### src/rtl/taxi_i2c_target_regs.sv
// I2C target exposing a 2**REG_ADDR_W byte register file (pointer-then-data).
// Ports: clk/rst, i2c_{scl,sda}_{i,o} pins, dev_addr/enable config, reg_wr_* pulse, busy/addressed status.
module taxi_i2c_target_regs #(
  parameter int FILTER_LEN = 4,
  parameter int REG_ADDR_W = 4
) (
  input  logic                  clk,
  input  logic                  rst,
  input  logic                  i2c_scl_i,
  output logic                  i2c_scl_o,
  input  logic                  i2c_sda_i,
  output logic                  i2c_sda_o,
  input  logic [6:0]            dev_addr,
  input  logic                  enable,
  output logic                  reg_wr_en,
  output logic [REG_ADDR_W-1:0] reg_wr_addr,
  output logic [7:0]            reg_wr_data,
  output logic                  busy,
  output logic                  addressed
);

  localparam int NREG = 2**REG_ADDR_W;
  localparam int FCW = $clog2(FILTER_LEN + 1);
  localparam logic [FCW-1:0] CNT_MAX = FCW'(FILTER_LEN - 1);

  typedef enum logic [2:0] {
    S_IDLE,
    S_ADDR,
    S_ACK,
    S_WR_DATA,
    S_RD_DATA,
    S_RD_ACK,
    S_WAIT_STOP
  } state_t;

  logic [1:0] scl_s_q, scl_s_d;
  logic [1:0] sda_s_q, sda_s_d;
  logic [FCW-1:0] scl_cnt_q, scl_cnt_d;
  logic [FCW-1:0] sda_cnt_q, sda_cnt_d;
  logic scl_f_q, scl_f_d;
  logic sda_f_q, sda_f_d;
  logic scl_p_q, sda_p_q;

  state_t state_q, state_d;
  logic [3:0] bit_cnt_q, bit_cnt_d;
  logic [7:0] shift_q, shift_d;
  logic [REG_ADDR_W-1:0] ptr_q, ptr_d;
  logic first_q, first_d;
  logic rw_q, rw_d;
  logic sda_o_q, sda_o_d;
  logic wr_en_q, wr_en_d;
  logic [REG_ADDR_W-1:0] wr_addr_q, wr_addr_d;
  logic [7:0] wr_data_q, wr_data_d;
  logic busy_q, busy_d;
  logic addressed_q, addressed_d;
  logic [7:0] regs_q [NREG];
  logic [7:0] regs_d [NREG];

  logic scl_rise, scl_fall, start_ev, stop_ev;
  logic [7:0] rd_byte;

  assign i2c_scl_o   = 1'b1;
  assign i2c_sda_o   = sda_o_q;
  assign reg_wr_en   = wr_en_q;
  assign reg_wr_addr = wr_addr_q;
  assign reg_wr_data = wr_data_q;
  assign busy        = busy_q;
  assign addressed   = addressed_q;

  assign rd_byte  = regs_q[ptr_q];
  assign scl_rise = scl_f_q & ~scl_p_q;
  assign scl_fall = ~scl_f_q & scl_p_q;
  assign start_ev = scl_f_q & scl_p_q & sda_p_q & ~sda_f_q;
  assign stop_ev  = scl_f_q & scl_p_q & ~sda_p_q & sda_f_q;

  // Level only flips after FILTER_LEN consecutive differing samples
  always_comb begin
    scl_s_d   = {scl_s_q[0], i2c_scl_i};
    sda_s_d   = {sda_s_q[0], i2c_sda_i};
    scl_cnt_d = scl_cnt_q;
    sda_cnt_d = sda_cnt_q;
    scl_f_d   = scl_f_q;
    sda_f_d   = sda_f_q;
    if (scl_s_q[1] == scl_f_q) begin
      scl_cnt_d = '0;
    end else if (scl_cnt_q == CNT_MAX) begin
      scl_cnt_d = '0;
      scl_f_d   = scl_s_q[1];
    end else begin
      scl_cnt_d = scl_cnt_q + 1'b1;
    end
    if (sda_s_q[1] == sda_f_q) begin
      sda_cnt_d = '0;
    end else if (sda_cnt_q == CNT_MAX) begin
      sda_cnt_d = '0;
      sda_f_d   = sda_s_q[1];
    end else begin
      sda_cnt_d = sda_cnt_q + 1'b1;
    end
  end

  always_comb begin
    state_d     = state_q;
    bit_cnt_d   = bit_cnt_q;
    shift_d     = shift_q;
    ptr_d       = ptr_q;
    first_d     = first_q;
    rw_d        = rw_q;
    sda_o_d     = sda_o_q;
    wr_en_d     = 1'b0;
    wr_addr_d   = wr_addr_q;
    wr_data_d   = wr_data_q;
    busy_d      = busy_q;
    addressed_d = addressed_q;
    if (start_ev) begin
      state_d     = S_ADDR;
      bit_cnt_d   = '0;
      addressed_d = 1'b0;
      sda_o_d     = 1'b1;
      busy_d      = 1'b1;
    end else if (stop_ev) begin
      state_d     = S_IDLE;
      addressed_d = 1'b0;
      sda_o_d     = 1'b1;
      busy_d      = 1'b0;
    end else begin
      unique case (state_q)
        S_ADDR, S_WR_DATA: begin
          if (scl_rise && bit_cnt_q < 4'd8) begin
            shift_d   = {shift_q[6:0], sda_f_q};
            bit_cnt_d = bit_cnt_q + 1'b1;
          end else if (scl_fall && bit_cnt_q == 4'd8) begin
            if (state_q == S_ADDR) begin
              if (enable && shift_q[7:1] == dev_addr) begin
                state_d     = S_ACK;
                sda_o_d     = 1'b0;
                addressed_d = 1'b1;
                rw_d        = shift_q[0];
                first_d     = 1'b1;
              end else begin
                state_d = S_WAIT_STOP;
              end
            end else begin
              state_d = S_ACK;
              sda_o_d = 1'b0;
              if (first_q) begin
                ptr_d   = shift_q[REG_ADDR_W-1:0];
                first_d = 1'b0;
              end else begin
                wr_en_d   = 1'b1;
                wr_addr_d = ptr_q;
                wr_data_d = shift_q;
                ptr_d     = ptr_q + 1'b1;
              end
            end
          end
        end
        S_ACK: begin
          if (scl_fall) begin
            bit_cnt_d = '0;
            if (rw_q) begin
              // first read bit goes out on the fall that ends the ACK
              state_d   = S_RD_DATA;
              sda_o_d   = rd_byte[7];
              shift_d   = {rd_byte[6:0], 1'b0};
              bit_cnt_d = 4'd1;
            end else begin
              state_d = S_WR_DATA;
              sda_o_d = 1'b1;
            end
          end
        end
        S_RD_DATA: begin
          if (scl_fall) begin
            if (bit_cnt_q == 4'd0) begin
              sda_o_d   = rd_byte[7];
              shift_d   = {rd_byte[6:0], 1'b0};
              bit_cnt_d = 4'd1;
            end else if (bit_cnt_q == 4'd8) begin
              state_d = S_RD_ACK;
              sda_o_d = 1'b1;
            end else begin
              sda_o_d   = shift_q[7];
              shift_d   = {shift_q[6:0], 1'b0};
              bit_cnt_d = bit_cnt_q + 1'b1;
            end
          end
        end
        S_RD_ACK: begin
          if (scl_rise) begin
            // pointer advances past every byte sent, ACKed or not
            ptr_d = ptr_q + 1'b1;
            if (!sda_f_q) begin
              state_d   = S_RD_DATA;
              bit_cnt_d = '0;
            end else begin
              state_d = S_WAIT_STOP;
            end
          end
        end
        default: begin
        end
      endcase
    end
  end

  always_comb begin
    regs_d = regs_q;
    if (wr_en_d) regs_d[wr_addr_d] = wr_data_d;
  end

  always_ff @(posedge clk) begin
    if (rst) begin
      scl_s_q     <= 2'b11;
      sda_s_q     <= 2'b11;
      scl_cnt_q   <= '0;
      sda_cnt_q   <= '0;
      scl_f_q     <= 1'b1;
      sda_f_q     <= 1'b1;
      scl_p_q     <= 1'b1;
      sda_p_q     <= 1'b1;
      state_q     <= S_IDLE;
      bit_cnt_q   <= '0;
      shift_q     <= '0;
      ptr_q       <= '0;
      first_q     <= 1'b0;
      rw_q        <= 1'b0;
      sda_o_q     <= 1'b1;
      wr_en_q     <= 1'b0;
      wr_addr_q   <= '0;
      wr_data_q   <= '0;
      busy_q      <= 1'b0;
      addressed_q <= 1'b0;
      regs_q      <= '{default: '0};
    end else begin
      scl_s_q     <= scl_s_d;
      sda_s_q     <= sda_s_d;
      scl_cnt_q   <= scl_cnt_d;
      sda_cnt_q   <= sda_cnt_d;
      scl_f_q     <= scl_f_d;
      sda_f_q     <= sda_f_d;
      scl_p_q     <= scl_f_q;
      sda_p_q     <= sda_f_q;
      state_q     <= state_d;
      bit_cnt_q   <= bit_cnt_d;
      shift_q     <= shift_d;
      ptr_q       <= ptr_d;
      first_q     <= first_d;
      rw_q        <= rw_d;
      sda_o_q     <= sda_o_d;
      wr_en_q     <= wr_en_d;
      wr_addr_q   <= wr_addr_d;
      wr_data_q   <= wr_data_d;
      busy_q      <= busy_d;
      addressed_q <= addressed_d;
      regs_q      <= regs_d;
    end
  end

endmodule

### config.mk
export PLATFORM = sky130hd
export DESIGN_NAME = taxi_i2c_target_regs
export DESIGN_NICKNAME = d
export VERILOG_FILES = /design/src/rtl/taxi_i2c_target_regs.sv
export SDC_FILE = /design/constraint.sdc
export NUM_CORES = 1
export LEC_CHECK = 0
export BUFFER_PORTS_ARGS = -buffer_cell sky130_fd_sc_hd__buf_2
export CAP_MARGIN = 40
export CORE_MARGIN = 2
export CORE_UTILIZATION = 55
export CTS_BUF_LIST = sky130_fd_sc_hd__clkbuf_16
export DETAILED_ROUTE_END_ITERATION = 16
export HOLD_SLACK_MARGIN = 0.02
export PLACE_DENSITY_LB_ADDON = 0.12
export SYNTH_ARGS = -nofsm -noshare
export SYNTH_HDL_FRONTEND = slang
export SYNTH_SLANG_ARGS = --single-unit
### constraint.sdc
create_clock -name clk -period 3.4 [get_ports clk]
set_clock_uncertainty 0.2 [all_clocks]
set_input_delay 0.34 -clock clk [delete_from_list [all_inputs] [get_ports clk]]
set_output_delay 0.34 -clock clk [all_outputs]
set_load 0.03 [all_outputs]
Word-level counts from Yosys, hierarchy flattened
Index checks and enable logic that the tools add are counted.
{"block": "totals", "register_bits": 179, "inputBits": 12, "out_inout_bits": 17, "wordCells": 198}
{"block": "op_classes", "addsub": 4, "n_lt_le_gt_ge": 4, "n_eq_ne": 32, "mux": 77, "bitwise": 18, "n_reduce_logical": 26}
{"op": "bitwise mux 128 bit", "count": 1}
{"op": "two-way mux 8 bit", "count": 16}
{"op": "two-way mux 4 bit", "count": 19}
{"op": "binary-select mux 8 bit (select 4 bit)", "count": 1}
{"op": "demux 8 bit (select 4 bit)", "count": 1}
{"op": "AND reduction 8 bit", "count": 4}
{"op": "two-way mux 3 bit", "count": 10}
{"op": "inequality test 4 bit (second input constant)", "count": 7}
{"op": "one-hot mux 8 bit (3 select lines)", "count": 1}
{"op": "two-way mux 1 bit", "count": 23}
{"op": "inequality test 2 bit (second input constant)", "count": 11}
{"op": "one-hot mux 4 bit (4 select lines)", "count": 1}
{"op": "AND reduction 7 bit", "count": 2}
{"op": "== test 3 x 2 -> 1 bit (second input constant)", "count": 4}
{"op": "one-hot mux 3 bit (4 select lines)", "count": 1}
{"op": "AND reduction 6 bit", "count": 2}
{"op": "greater-or-equal comparator 5 bit (second input constant)", "count": 2}
{"op": "inverter 4 -> 5 bit", "count": 2}
{"op": "inverter 1 bit", "count": 9}
{"op": "OR reduction 3 bit", "count": 3}
{"op": "adder 4 x 1 -> 4 bit (second input constant)", "count": 2}
{"op": "one-hot mux 4 bit (2 select lines)", "count": 1}
{"op": "bitwise AND 1 bit", "count": 7}
{"op": "== test 7 bit", "count": 1}
{"op": "other kinds (20)", "count": 30}

Longest topological paths before layout
Gate-level depths: netlist of run 1.
{"block": "logic_depth", "ltp_word": 14, "mapped_depth": 9, "depth_no_buf": 7}

Worst setup path before layout of run 1
OpenSTA, ideal clock, no wires.
{"block": "synth_path", "kind": "reg2reg", "from": "register bit_cnt_q[0]", "to": "register regs_q[112] in the netlist's numbering", "setup_ps": 142, "arrival_time_ps": 1793, "t_required_ps": 3058, "path_slack_ps": 1266, "path_stages_with_launch": 10, "path_buffers": 2, "period_less_slack_ps": 2134, "cell_sequence": "dfxtp_1 -> inv_1 -> ha_1 -> nand3b_1 -> nor2_1 -> nand3_1 -> buf_4 -> mux2i_2 -> buf_2 -> a211oi_1"}
{"block": "synth_via", "elab_chain_len": 13, "word_cells_on_any_way": 26, "classes_between": "3 x order compare; 1 x eq/ne; 18 x mux; 1 x bitwise; 3 x reduce/logical"}
{"element": "start, declared", "line": "45", "text": "logic [3:0] bit_cnt_q, bit_cnt_d;"}
{"element": "start signal, assigned", "line": "245", "text": "bit_cnt_q <= bit_cnt_d;"}
{"element": "branches (longest 13 deep; another with greater-or-equal comparator 5 bit)"}
{"element": "end signal, assigned", "line": "256", "text": "regs_q <= regs_d;"}
{"element": "end, declared", "line": "56", "text": "logic [7:0] regs_q [NREG];"}
Several ways; the timed one is not identified.
A chain may end at the register's enable or synchronous reset.

Final worst setup path of run 1
{"block": "layout_path", "from": "register ptr_q[2]", "to": "register regs_q[31] in the netlist's numbering"}
{"block": "layout_via", "elab_chain_len": 13, "word_cells_on_any_way": 14, "classes_between": "2 x order compare; 10 x mux; 1 x bitwise; 1 x reduce/logical"}
{"element": "start, declared", "line": "47", "text": "logic [REG_ADDR_W-1:0] ptr_q, ptr_d;"}
{"element": "start signal, assigned", "line": "247", "text": "ptr_q <= ptr_d;"}
{"element": "two-way mux 4 bit *", "line": "146", "text": "if (first_q) begin"}
{"element": "two-way mux 4 bit *", "line": "133", "text": "if (state_q == S_ADDR) begin"}
{"element": "two-way mux 4 bit *", "line": "132", "text": "end else if (scl_fall && bit_cnt_q == 4'd8) begin"}
{"element": "two-way mux 4 bit *", "line": "129", "text": "if (scl_rise && bit_cnt_q < 4'd8) begin"}
{"element": "two-way mux 4 bit *", "line": "127", "text": "unique case (state_q)"}
{"element": "two-way mux 4 bit *", "line": "121", "text": "end else if (stop_ev) begin"}
{"element": "two-way mux 4 bit *", "line": "115", "text": "if (start_ev) begin"}
{"element": "inverter 4 -> 5 bit (not written as such) *", "line": "209", "text": "if (wr_en_d) regs_d[wr_addr_d] = wr_data_d;"}
{"element": "greater-or-equal comparator 5 bit (not written as such) or < comparator 5 x 1 -> 1 bit (tied branches)", "line": "209"}
{"element": "logical AND 1 bit (not written as such)", "line": "209"}
{"element": "two-way mux 8 bit (not written as such)", "line": "209"}
{"element": "demux 8 bit (select 4 bit) *", "line": "209"}
{"element": "bitwise mux 128 bit *", "line": "209"}
Mark *: on every way between the ends. The rest lies on a longest branch, timed or not.

==> run_results.csv, run 1 <==
group,metric,value,unit
timing,timing.fmax,0.356,GHz
clock_network,insertion_delay,0.43,ns
synth,synth_mux_area_share,11.9,%
place,gp_congestion,0.857,
synth,syn_nets,831,
clock_network,cts_tree,"yes",
clock_network,cts_buffer_depth,2,
timing,hold_slack,0.176,ns
power,powerDensity,493,nW/um^2
die,dieHeight,126,um
power,vdd_drop_max,470,uV
place,port-buffer-count,27,
synth,postSynthCellCount,812,
route,wl_per_cell,20.2,um
die,initial_utilization,56.5,%
place,dp_hpwl,13900,um
layout,syn2layout_area_growth,9.94,%
die,die_w,126,um
synth,ys_types,62,
global_routing,grt_overflow,0,
status,status,"finished, final reports clean",
min_path,min_path_type,"in -> reg",
critical_path,cp-start-kind,"flop",
synth,synth_compound_area_share,18.9,%
layout,n_antenna_cell,0,
die,rows,44,
layout,fillers,1253,
place,dpl.cell_count,978,
critical_path,arrival,2.95,ns
timing,rsz0062_at_grt,"false",
synth,synth_top_family_by_area,"compound AO/OA/AOI/OAI gates",
power,power_leakage,2.98,nW
synth,yosys.area_share.simple,18.0,%
route,first_pass_iters,5,
route,vias_per_cell,6.10,
critical_path,cp.required,3.55,ns
critical_path,crit_type,"reg -> reg",
global_routing,grt_max_degree,96,
route,drt_iter0_drc,450,
layout,final_cells,1012,
synth,synth-edff-count,0,
min_path,min_path_cells,5,
timing,setup_slack,0.594,ns
timing,setup_violations,0,
synth,synthXorXnorAreaFrac,1.07,%
timing,max-slew-margin-rel,41.0,%
synth,syn_area_per_cell,10.1,um^2
timing,worst_slew_pin_slew,0.886,ns
clock_network,cts.hold.buffers_added,2,
layout,nNetsFinal,834,
clock_network,cts_resized,0,
synth,synthAdderAreaFrac,1.07,%
synth,ys_async_sr_fraction,0,%
job,maxCapViolCount,0,
global_routing,grt_usage,26.4,%
route,drc,0,
critical_path,path_cells,"buf_4 -> nand2_1 -> nor3_4 -> nor2_1 -> a211oi_2",
clock_network,postCtsSetupBuffers,0,
critical_path,r2r_slack,0.59,ns
die,io_pins,29,
power,finalPower,4.45,mW
place,dp_slack,0.645,ns
timing,period_share,82.5,%
timing,finalMaxSlewViolations,0,
clock_network,clock_sink_count,179,
synth,ys.warnings.count,0,
global_routing,grt_pass1_wl,32900,um
synth,synth_flop_cell,"dfxtp_1",
critical_path,crit_slowest_cell,"nor3_4",
critical_path,rr_worst_depth,5,
global_routing,antenna_found_initial,0,
clock_network,h-tree-depth,4,
timing,hold_viol_final,0,
global_routing,first_global_vias,6056,
clock_network,cts_buffers,17,
clock_network,clk_pin_slew,0.07,ns
route,routed_wl,20500,um
timing,period_needed,2.81,ns
synth,ys_ff_latch,179,
die,core,14500,um^2
critical_path,worst-path-stages,5,
critical_path,cpLargestDelayFamily,"simple AND/OR/NAND/NOR gates",
synth,synth_area,8210,um^2
critical_path,end_kind,"flop",
clock_network,root_buffer,"clkbuf_16",
synth,ys_seq_area_share,43.6,%
die,die-area,15900,um^2
route,vias,6170,
critical_path,critical_path.max_fanout,16,
layout,drive_above_1_share,21.5,%
timing,tns,0,ns
critical_path,cp_slowest_stage_delay,0.74,ns
critical_path,crit_buf_inv,1,
route,ant_nets,0,
-- cell type report --
type / instances / area [um^2] / share of cell area, %
Sequential cell: 179 / 3580 / 39.7
Clock buffer: 17 / 425 / 4.71
Clock inverter: 15 / 193 / 2.13
Timing Repair Buffer: 53 / 367 / 4.06
Inverter: 10 / 37.5 / 0.416
Multi-Input combinational cell: 554 / 4190 / 46.4
Tap cell: 184 / 230 / 2.55
-- layout by cell type, fill, tap and decap left out, types with 8 or more instances in the layout --
master	n
inv_1	10
buf_2	26
a211oi_2	18
clkbuf_16	17
nand3_1	9
a211oi_1	116
or3_1	8
nor3b_1	8
o22ai_1	13
o21ai_0	10
a21oi_1	20
mux4_2	31
xnor2_1	10
nand2_1	17
mux2i_1	14
buf_4	22
nor2_1	172
dfxtp_1	178
nor3_4	8
-- synthesized netlist by cell type, types with 8 or more instances --
| library cell | count | area share [%] |
|---|---|---|
| inv_1 | 10 | 0.46 |
| o22ai_1 | 13 | 0.99 |
| nand3_1 | 9 | 0.55 |
| o21ai_0 | 10 | 0.61 |
| dfxtp_1 | 179 | 44 |
| mux2i_1 | 14 | 1.7 |
| nor3b_1 | 8 | 0.73 |
| buf_4 | 11 | 1.0 |
| clkbuf_1 | 20 | 0.91 |
| mux4_2 | 31 | 8.5 |
| xnor2_1 | 10 | 1.1 |
| buf_2 | 26 | 1.6 |
| nor2_1 | 172 | 7.9 |
| nor3_4 | 8 | 1.6 |
| a211oi_2 | 18 | 2.7 |
| a211oi_1 | 116 | 11 |
| buf_6 | 9 | 1.2 |
| nand2_1 | 17 | 0.78 |
| or3_1 | 8 | 0.61 |
| a21oi_1 | 20 | 1.2 |
-- cell families after synthesis --
group                      Yosys count
and+or+nand+nor                    276
other                                1
xor gates and xnor gates            10
AOI/OAI and AO/OA                  206
adders and majority gates            7
DFF                                179
muxes                               54
buffers and inverters               79
-- where the power goes --
part	switching, mW	internal, mW	leakage (nW)
Sequential	0.0503	2.12	1.44
Clock	0.893	1.18	0.301
Combinational	0.125	0.0762	1.24
-- worst reg2reg max path, cell delays in order (launching register included) --
cell	delay, ns
dfxtp_1	0.61
buf_4	0.38
nand2_1	0.39
nor3_4	0.74
nor2_1	0.15
a211oi_2	0.25
-- state kept, by name, indices dropped and copies added (netlist names), 2 cells and up --
register / flops
sda_cnt_q: 3
reg_wr_data: 8
sda_s_q: 2
state_q: 3
scl_cnt_q: 3
ptr_q: 4
shift_q: 8
regs_q: 128
bit_cnt_q: 4
reg_wr_addr: 4
scl_s_q: 2
-- routing by layer --
| metal | vias to the layer above | GRT usage [%] | share of wire [%] |
|---|---|---|---|
| met3 | 33 | 4.72 | 4.8 |
| met5 | - | 0 | 0 |
| met1 | 2989 | 36.3 | 46 |
| met4 | 0 | 8.92 | 2.1 |
| li1 | 2980 | - | - |
| met2 | 168 | 42.5 | 47 |
-- path summary, 6_finish.rpt --
kind,startpoint,to
worst min register to register,sda_s_q[0]$_SDFF_PP1_,sda_s_q[1]$_SDFF_PP1_
worst min-delay path,enable,addressed$_SDFFE_PP0P_
worst max register to register,ptr_q[2]$_SDFFE_PP0P_,regs_q[31]$_SDFFE_PP0P_
worst max-delay path,ptr_q[2]$_SDFFE_PP0P_,regs_q[31]$_SDFFE_PP0P_
-- through the flow --
stage | cell area (um^2) | util (%)
after detailed placement | 8390 | 57.7
after CTS | 9030 | 62.1
after floorplan | 8210 | -
after global placement | 8380 | 57.6
after global routing | 9030 | 62.1
final | 9030 | 62.1
No activity file was read; power rests on OpenSTA's default activity.
==> run 2: changes to the inputs <==
==> constraint.sdc (replaced) <==
create_clock -name clk -period 2.75 [get_ports clk]
set_clock_uncertainty 0.2 [all_clocks]
set_input_delay 0.275 -clock clk [delete_from_list [all_inputs] [get_ports clk]]
set_output_delay 0.275 -clock clk [all_outputs]
set_load 0.03 [all_outputs]
==> run 2 against run 1 <==
  * Critical path depth grew 3
  * Count of clock-buffer cells in the layout stayed put
  * Die area is the same
  * Flip-flop and latch count unchanged
  * Sequential share of layout area decreased by 0.61 points
  * Cell area increased by 1.6%
  * Largest cell class unchanged
  * Highest routed layer unchanged
==> run_results.csv, run 2 (synthesized netlist as in run 1, its figures left out) <==
group,metric,value,unit
critical_path,crit_buf_inv,2,
critical_path,critical_path.max_fanout,16,
clock_network,cts_tree,"yes",
route,drt_iter0_drc,520,
timing,period_share,90.4,%
power,powerDensity,575,nW/um^2
layout,syn2layout_area_growth,11.6,%
timing,tns,0,ns
place,dpl.cell_count,996,
global_routing,grt_usage,26.3,%
die,core,14500,um^2
place,port-buffer-count,27,
clock_network,h-tree-depth,4,
critical_path,cpLargestDelayFamily,"simple AND/OR/NAND/NOR gates",
route,ant_nets,0,
clock_network,insertion_delay,0.42,ns
place,dp_hpwl,14100,um
place,gp_congestion,0.957,
global_routing,grt_overflow,0,
power,power_leakage,3.09,nW
route,wl_per_cell,19.5,um
critical_path,cp.required,2.88,ns
clock_network,cts_resized,0,
critical_path,crit_slowest_cell,"dfxtp_1",
die,die-area,15900,um^2
timing,rsz0062_at_grt,"false",
min_path,min_path_type,"in -> reg",
critical_path,cp_slowest_stage_delay,0.34,ns
status,status,"finished, final reports clean",
timing,worst_slew_pin_slew,0.738,ns
critical_path,end_kind,"flop",
global_routing,grt_max_degree,113,
route,drc,0,
layout,n_antenna_cell,0,
timing,hold_slack,0.108,ns
route,vias,6312,
critical_path,crit_type,"reg -> reg",
die,die_w,126,um
route,first_pass_iters,5,
global_routing,first_global_vias,6253,
critical_path,cp-start-kind,"flop",
layout,nNetsFinal,855,
timing,hold_viol_final,0,
die,dieHeight,126,um
global_routing,grt_pass1_wl,33000,um
timing,max-slew-margin-rel,50.4,%
layout,drive_above_1_share,23.0,%
die,rows,44,
timing,finalMaxSlewViolations,0,
die,initial_utilization,56.5,%
layout,final_cell_mix,"dfxtp_1 (178), nor2_1 (172), a211oi_1 (116), buf_4 (40), mux4_2 (31)",
clock_network,clock_sink_count,179,
route,vias_per_cell,6.11,
clock_network,clk_pin_slew,0.06,ns
critical_path,path_cells,"inv_1 -> ha_1 -> and3b_2 -> nand3_4 -> nor4_4 -> buf_4 -> nor2_1 -> a211oi_1",
global_routing,antenna_found_initial,0,
layout,largest_reg_flops,128,
clock_network,root_buffer,"clkbuf_16",
timing,setup_violations,0,
job,maxCapViolCount,0,
layout,final_cells,1033,
timing,period_needed,2.49,ns
timing,timing.fmax,0.402,GHz
clock_network,cts_buffer_depth,2,
route,routed_wl,20100,um
die,io_pins,29,
layout,layout_commonest_cell,"dfxtp_1",
power,vdd_drop_max,443,uV
layout,largest_register,"regs_q",
critical_path,arrival,2.61,ns
power,finalPower,5.27,mW
clock_network,cts_buffers,17,
[run 2: final cells by class]
| cell class | instances | area [um^2] |
|---|---|---|
| clock buffers | 17 | 425 |
| clock inverters | 15 | 139 |
| fillers | 1162 | 5370 |
| inverters | 10 | 37.5 |
| multi-input cells | 554 | 4190 |
| flip-flops and latches | 179 | 3580 |
| well taps | 184 | 230 |
| repair buffers | 74 | 561 |
[run 2: stage by stage]
step	util, %	setup slack [ns]	instance area (um^2)
floorplan	-	0.616	8210
global placement	58.8	0.370	8540
detailed placement	58.8	0.250	8540
CTS	62.9	0.172	9140
global route	63.1	0.131	9170
finish	63.1	0.264	9170
[run 2: timing repair]
item | 4_1_cts | 5_1_grt
endpoints found under the setup margin | 0 | 2
endpoints found under the hold margin | 3 | 0
buffers inserted | 0 | 2
hold buffers | 3 | 0
[run 2: final timing paths]
kind                                  start  cells after the start  slack [ns]                      end
setup / recovery  bit_cnt_q[0]$_SDFFE_PP0P_                      8        0.26  regs_q[99]$_SDFFE_PP0P_
hold / removal                       enable                      5        0.11   addressed$_SDFFE_PP0P_
setup reg to reg  bit_cnt_q[0]$_SDFFE_PP0P_                      8        0.26  regs_q[99]$_SDFFE_PP0P_
hold reg to reg       scl_s_q[0]$_SDFF_PP1_                      1        0.21    scl_s_q[1]$_SDFF_PP1_
[run 2: metal layers]
layer  GRT usage, %  wire length [um]  up-vias
met5              0                 0        -
met4           9.44               400        0
met3           4.97               973       28
met2           42.2              9650      169
met1           35.6              9070     3086
li1               -                 -     3029
[run 2: report_power, final]
part | total (mW) | switching [mW] | internal, mW
clock network | 2.33 | 1.01 | 1.33
registers | 2.68 | 0.0599 | 2.62
logic | 0.251 | 0.153 | 0.0983
[run 2: worst register-to-register path: stages, from the launching register on]
cell and delay, ns:
dfxtp_1 0.34, inv_1 0.09, ha_1 0.21, and3b_2 0.28, nand3_4 0.33, nor4_4 0.34, buf_4 0.29, nor2_1 0.08
a211oi_1 0.23
